File: src/rtl/mem_access_ctrl.sv
// MEM-stage access controller: decodes load/store, sequences SRAM cycles with
// wait states, serves the memory-mapped UART registers and stalls the pipeline.
module mem_access_ctrl #(
  parameter int              DATA_W         = 16,
  parameter int              RAM_ADDR_W     = 18,
  parameter int              WAIT_CYCLES    = 2,
  parameter int              UART_PULSE     = 2,
  parameter logic [15:0]     UART_DATA_ADDR = 16'hBF00,
  parameter logic [15:0]     UART_STAT_ADDR = 16'hBF01
) (
  input  logic                  clk,
  input  logic                  rst,
  input  logic [15:0]           instr,
  input  logic                  valid,
  input  logic [15:0]           addr,
  input  logic [DATA_W-1:0]     wdata,
  output logic [1:0]            mem_op,
  output logic [DATA_W-1:0]     rdata,
  output logic                  stall,
  output logic                  done,
  output logic [RAM_ADDR_W-1:0] ram_addr,
  output logic [DATA_W-1:0]     ram_dout,
  input  logic [DATA_W-1:0]     ram_din,
  output logic                  ram_data_oe,
  output logic                  ram_ce_n,
  output logic                  ram_oe_n,
  output logic                  ram_we_n,
  output logic                  uart_rdn,
  output logic                  uart_wrn,
  input  logic                  uart_data_ready,
  input  logic                  uart_tbre,
  input  logic                  uart_tsre
);

  typedef enum logic [2:0] {
    IDLE, RAM_RD, RAM_WR, UART_RD, UART_WR, FINISH
  } state_t;

  localparam logic [3:0] RAM_LAST  = 4'(WAIT_CYCLES - 1);
  localparam logic [3:0] UART_LAST = 4'(UART_PULSE - 1);

  state_t                state, state_nxt;
  logic [3:0]            cnt, cnt_nxt;
  logic [DATA_W-1:0]     rdata_nxt, dout_nxt;
  logic [RAM_ADDR_W-1:0] addr_nxt;
  logic                  ce_n_nxt, oe_n_nxt, we_n_nxt, doe_nxt, rdn_nxt, wrn_nxt;
  logic                  done_nxt;
  logic                  accept, is_read, hit_data, hit_stat;
  logic                  unused_instr;

  assign unused_instr = ^instr[10:0];

  always_comb begin
    case (instr[15:11])
      5'b10010, 5'b10011: mem_op = 2'b01;
      5'b11010, 5'b11011: mem_op = 2'b10;
      default:            mem_op = 2'b11;
    endcase
  end

  assign accept   = valid && (mem_op != 2'b11);
  assign is_read  = (mem_op == 2'b01);
  assign hit_data = (addr == UART_DATA_ADDR);
  assign hit_stat = (addr == UART_STAT_ADDR);

  // Stall is combinational on the accept cycle so the pipeline freezes at once.
  assign stall = (state == IDLE) ? accept : (state != FINISH);

  always_comb begin
    state_nxt = state;
    cnt_nxt   = cnt;
    rdata_nxt = rdata;
    addr_nxt  = ram_addr;
    dout_nxt  = ram_dout;
    ce_n_nxt  = 1'b1;
    oe_n_nxt  = 1'b1;
    we_n_nxt  = 1'b1;
    doe_nxt   = 1'b0;
    rdn_nxt   = 1'b1;
    wrn_nxt   = 1'b1;
    case (state)
      IDLE: begin
        if (accept) begin
          addr_nxt = RAM_ADDR_W'(addr);
          dout_nxt = wdata;
          cnt_nxt  = '0;
          if (is_read) begin
            if (hit_data) begin
              state_nxt = UART_RD;
              rdn_nxt   = 1'b0;
            end else if (hit_stat) begin
              state_nxt = FINISH;
              rdata_nxt = DATA_W'({uart_data_ready, uart_tbre & uart_tsre});
            end else begin
              state_nxt = RAM_RD;
              ce_n_nxt  = 1'b0;
              oe_n_nxt  = 1'b0;
            end
          end else begin
            if (hit_data) begin
              state_nxt = UART_WR;
              wrn_nxt   = 1'b0;
              doe_nxt   = 1'b1;
            end else if (hit_stat) begin
              state_nxt = FINISH;
            end else begin
              state_nxt = RAM_WR;
              ce_n_nxt  = 1'b0;
              we_n_nxt  = 1'b0;
              doe_nxt   = 1'b1;
            end
          end
        end
      end
      RAM_RD: begin
        if (cnt == RAM_LAST) begin
          rdata_nxt = ram_din;
          state_nxt = FINISH;
        end else begin
          cnt_nxt  = cnt + 4'd1;
          ce_n_nxt = 1'b0;
          oe_n_nxt = 1'b0;
        end
      end
      RAM_WR: begin
        if (cnt == RAM_LAST) begin
          state_nxt = FINISH;
        end else begin
          cnt_nxt  = cnt + 4'd1;
          ce_n_nxt = 1'b0;
          doe_nxt  = 1'b1;
          // The final write cycle releases we_n while data is still driven (hold).
          we_n_nxt = (cnt_nxt == RAM_LAST);
        end
      end
      UART_RD: begin
        if (cnt == UART_LAST) begin
          rdata_nxt = DATA_W'(ram_din[7:0]);
          state_nxt = FINISH;
        end else begin
          cnt_nxt = cnt + 4'd1;
          rdn_nxt = 1'b0;
        end
      end
      UART_WR: begin
        if (cnt == UART_LAST) begin
          state_nxt = FINISH;
        end else begin
          cnt_nxt = cnt + 4'd1;
          wrn_nxt = 1'b0;
          doe_nxt = 1'b1;
        end
      end
      FINISH:  state_nxt = IDLE;
      default: state_nxt = IDLE;
    endcase
    done_nxt = (state_nxt == FINISH);
  end

  always_ff @(posedge clk) begin
    if (rst) begin
      state       <= IDLE;
      cnt         <= '0;
      rdata       <= '0;
      done        <= 1'b0;
      ram_addr    <= '0;
      ram_dout    <= '0;
      ram_ce_n    <= 1'b1;
      ram_oe_n    <= 1'b1;
      ram_we_n    <= 1'b1;
      ram_data_oe <= 1'b0;
      uart_rdn    <= 1'b1;
      uart_wrn    <= 1'b1;
    end else begin
      state       <= state_nxt;
      cnt         <= cnt_nxt;
      rdata       <= rdata_nxt;
      done        <= done_nxt;
      ram_addr    <= addr_nxt;
      ram_dout    <= dout_nxt;
      ram_ce_n    <= ce_n_nxt;
      ram_oe_n    <= oe_n_nxt;
      ram_we_n    <= we_n_nxt;
      ram_data_oe <= doe_nxt;
      uart_rdn    <= rdn_nxt;
      uart_wrn    <= wrn_nxt;
    end
  end

endmodule

File: config.mk
export PLATFORM = sky130hd
export DESIGN_NAME = mem_access_ctrl
export DESIGN_NICKNAME = d
export VERILOG_FILES = /design/src/rtl/mem_access_ctrl.sv
export SDC_FILE = /design/constraint.sdc
export NUM_CORES = 1
export LEC_CHECK = 0
export BUFFER_PORTS_ARGS = -buffer_cell sky130_fd_sc_hd__buf_4
export CAP_MARGIN = 10
export CORE_ASPECT_RATIO = 1.4
export CORE_MARGIN = 5
export CORE_UTILIZATION = 49
export DETAILED_ROUTE_END_ITERATION = 10
export GPL_ROUTABILITY_DRIVEN = 0
export PLACE_DENSITY = 0.84
export SLEW_MARGIN = 20
export SYNTH_ARGS = -nofsm -noshare
export SYNTH_HDL_FRONTEND = slang
export SYNTH_SLANG_ARGS = --single-unit
File: constraint.sdc
create_clock -name clk -period 5.5 [get_ports clk]
set_input_delay 1.1 -clock clk [delete_from_list [all_inputs] [get_ports clk]]
set_output_delay 1.1 -clock clk [all_outputs]
set_load 0.05 [all_outputs]
==> results by group <==
Clock tree
  – Total clock sinks: 62
  – Worst-path clk slew: 60 ps
  – Hold Buf Count CTS: 0
  – CTS-repair resized insts: 0
  – CTS Buf Count: 9
  – Clk Latency, worst-skew pair: 330 ps
  – H-tree depth: 3
  – CTS tree: done
  – Clk root buf: clkbuf_8
  – CTS Buffer Depth: 2
  – Post-CTS Setup Bufs: 0

STA
  – Slew at the pin with the worst max-slew slack: 814 ps
  – # setup viols final: 0
  – Final min period: 3700 ps
  – Max Fclk: 270 MHz
  – Final Hold Vio Count: 0
  – Skew final: 11.4 ps
  – RSZ-0062 raised after global routing: false
  – Relative slew slack: 45.6%
  – Fin Setup TNS: 0 ps
  – Worst Setup Slack, final: 1800 ps
  – Max Slew Vio Count: 0
  – Post-route clock period utilization: 67.3%

Finish
  – Nets@finish: 525
  – Fill cells: 473
  – Area grow syn2layout: 40.8%
  – Fraction of layout cells with a size suffix above 1: 31.5%
  – Antenna cells: 0

Yosys
  – Adder-Cell Fraction of Synth Area: 2.79%
  – Mapped Cells: 341
  – Post-synth EDFFs: 0
  – Synth Area in Simple Gates: 26.9%
  – Asr flop ratio synth: 0%
  – Complex-gate fraction of the synthesized area: 17.6%
  – Post-synthesis area per instance: 7.88 µm²
  – XOR/XNOR share of the synthesized area: 0.326%
  – Netlist cell types: 51
  – Mux share of post-synthesis cell area: 0.373%
  – Most used DFF post-synth: dfxtp_1
  – Ys Warns: 0
  – Register area share after synthesis: 46.2%
  – Largest family of logic cells by synthesized area: simple AND/OR/NAND/NOR gates
  – Number of synthesized register bits: 62
  – Post-Syn Area: 0.00269 mm²

Critical path
  – CP Capture Type: primary output
  – Worst reg2reg setup slack: 3200 ps
  – Crit path launch type: input pin
  – Worst Path Max Fanout: 5
  – Worst path arrival time: 2600 ps
  – Reg2reg path depth: 6
  – Reg2reg end: done
  – WP data required: 4400 ps
  – Worst r2r src: cnt[0]
  – CP Class: input pin to primary output

Route
  – DR iter-0 viols: 106
  – Routed Antenna Nets: 0
  – Routed vias: 2,685
  – Drt first pass iters: 4
  – WL/cell: 13.5 µm
  – DRC viols: 0
  – Vias per std cell: 5.14
  – WL final: 7040 µm

Floorplan
  – Rows: 32
  – Core Footprint: 0.00541 mm²
  – Starting Density: 49.7%
  – Top Ports: 130
  – Die Ht: 97.6 µm
  – Die Wd: 72.6 µm
  – Die Area: 0.00708 mm²

Place
  – Final HPWL DP: 5140 µm
  – PortBufs: 115
  – Dpl ws: 1810 ps

Global route
  – Initial antenna violation count: 0
  – Vias in the first global route: 2,575
  – Total congestion overflow: 0
  – Pin count of the biggest net entering global routing: 48
  – First-pass GRT wire length: 11,300 µm
  – Overall Global Routing Usage: 19.8%

Power
  – VDD IR-drop max: 0.224 mV
  – Leak: 1.65 nW
  – PwrDens: 272 mW/mm²

Flow run
  – Max Cap Violations: 0

Min path
  – Hold Path End: ram_addr[10]
  – Hold Path Class: flip-flop to flip-flop
  – Worst Hold Path Cells: 2
  – HP Start: ram_addr[10]

Status
  – Outcome: complete, no violations
-- metrics by stage --
stage          util (%)  total power [W]  std cells  instance area (µm²)  hold WS, ps
2_1_floorplan         -         0.000536        342                 2690          466
3_3_place_gp       65.6         0.000587        506                 3540          442
3_5_place_dp       65.7         0.000588        506                 3550          447
4_1_cts            70.0          0.00104        522                 3780          456
5_1_grt            70.0          0.00107        522                 3780          469
6_report           70.0          0.00103        522                 3780          456
-- layer usage --
| layer | global-route usage [%] | up-vias | routed length [µm] |
|---|---|---|---|
| li1 | - | 1370 | - |
| met1 | 21.4 | 1202 | 2770 |
| met2 | 33.8 | 102 | 3500 |
| met3 | 7.66 | 11 | 679 |
| met4 | 8.10 | 0 | 93 |
| met5 | 0 | - | 0 |
-- cell usage after synthesis (3+ instances only) --
master    instances  share of area [%]
clkbuf_1         14                2.0
nor2_1           20                2.8
o21ai_0          18                3.4
a21oi_1          42                7.8
inv_1            11                1.5
nand3_1          21                3.9
nand2b_1          5                1.2
buf_4             3               0.84
nand2_1          89                 12
a211oi_1          4                1.1
dfxtp_1          62                 46
and3_1            3               0.70
ha_1              6                2.8
-- cell type report --
type                       instances  area, µm²  share of cell area, %
tap                               68       85.1                   2.25
clock buffer                      11        151                   4.00
sequential                        62       1240                   32.8
multi-input combinational        248       1310                   34.5
clock inverter                     5       81.3                   2.15
inverter                          11       41.3                   1.09
timing repair buffer             117        878                   23.2
-- state kept, by name (all words and copies together), names as in the netlist, 3 cells and up --
signal / cells
cnt: 4
state: 3
ram_dout: 16
rdata: 16
ram_addr: 16
-- power breakdown --
group          internal [W]  switching, W  total (W)
logic             0.0000483     0.0000675   0.000116
registers          0.000456    0.00000546   0.000462
clock network      0.000280      0.000171   0.000451
-- worst max path at each step --
stage                         start    end  cells after the start
after floorplan           instr[13]  stall                      7
after global placement    instr[13]  stall                      9
after detailed placement  instr[13]  stall                      9
after CTS                 instr[13]  stall                      9
after global routing      instr[13]  stall                      9
final                     instr[13]  stall                      9
-- critical path: stages --
cell      delay (ps)
buf_4            100
nand3b_1         150
or2_2            300
inv_1             60
ha_1             220
nand2b_1         230
nand3_1          120
a21o_1           110
buf_4            190
-- cell families (layout without fill, tap and decap cells) --
group           count (synthesis)  after routing
simple gates                  157            157
compound gates                 81             81
flops                          62             62
buf+inv                        32            144
fa+ha+maj                       6              6
other cells                     1              2
xor+xnor                        1              1
mux                             1              1
-- placed cells by master (no fill, tap or decap), types with 3 or more instances in the layout --
cell type | netlist | final
a21oi_1 | 42 | 42
nor2_1 | 20 | 19
nand2_1 | 89 | 89
nand2b_1 | 5 | 5
and3_1 | 3 | 3
nand3_1 | 21 | 21
a211oi_1 | 4 | 4
buf_4 | 3 | 117
dfxtp_1 | 62 | 62
clkbuf_8 | 0 | 11
ha_1 | 6 | 6
inv_1 | 11 | 11
o21ai_0 | 18 | 18
Note: power is estimated with default switching activity, not from simulation.
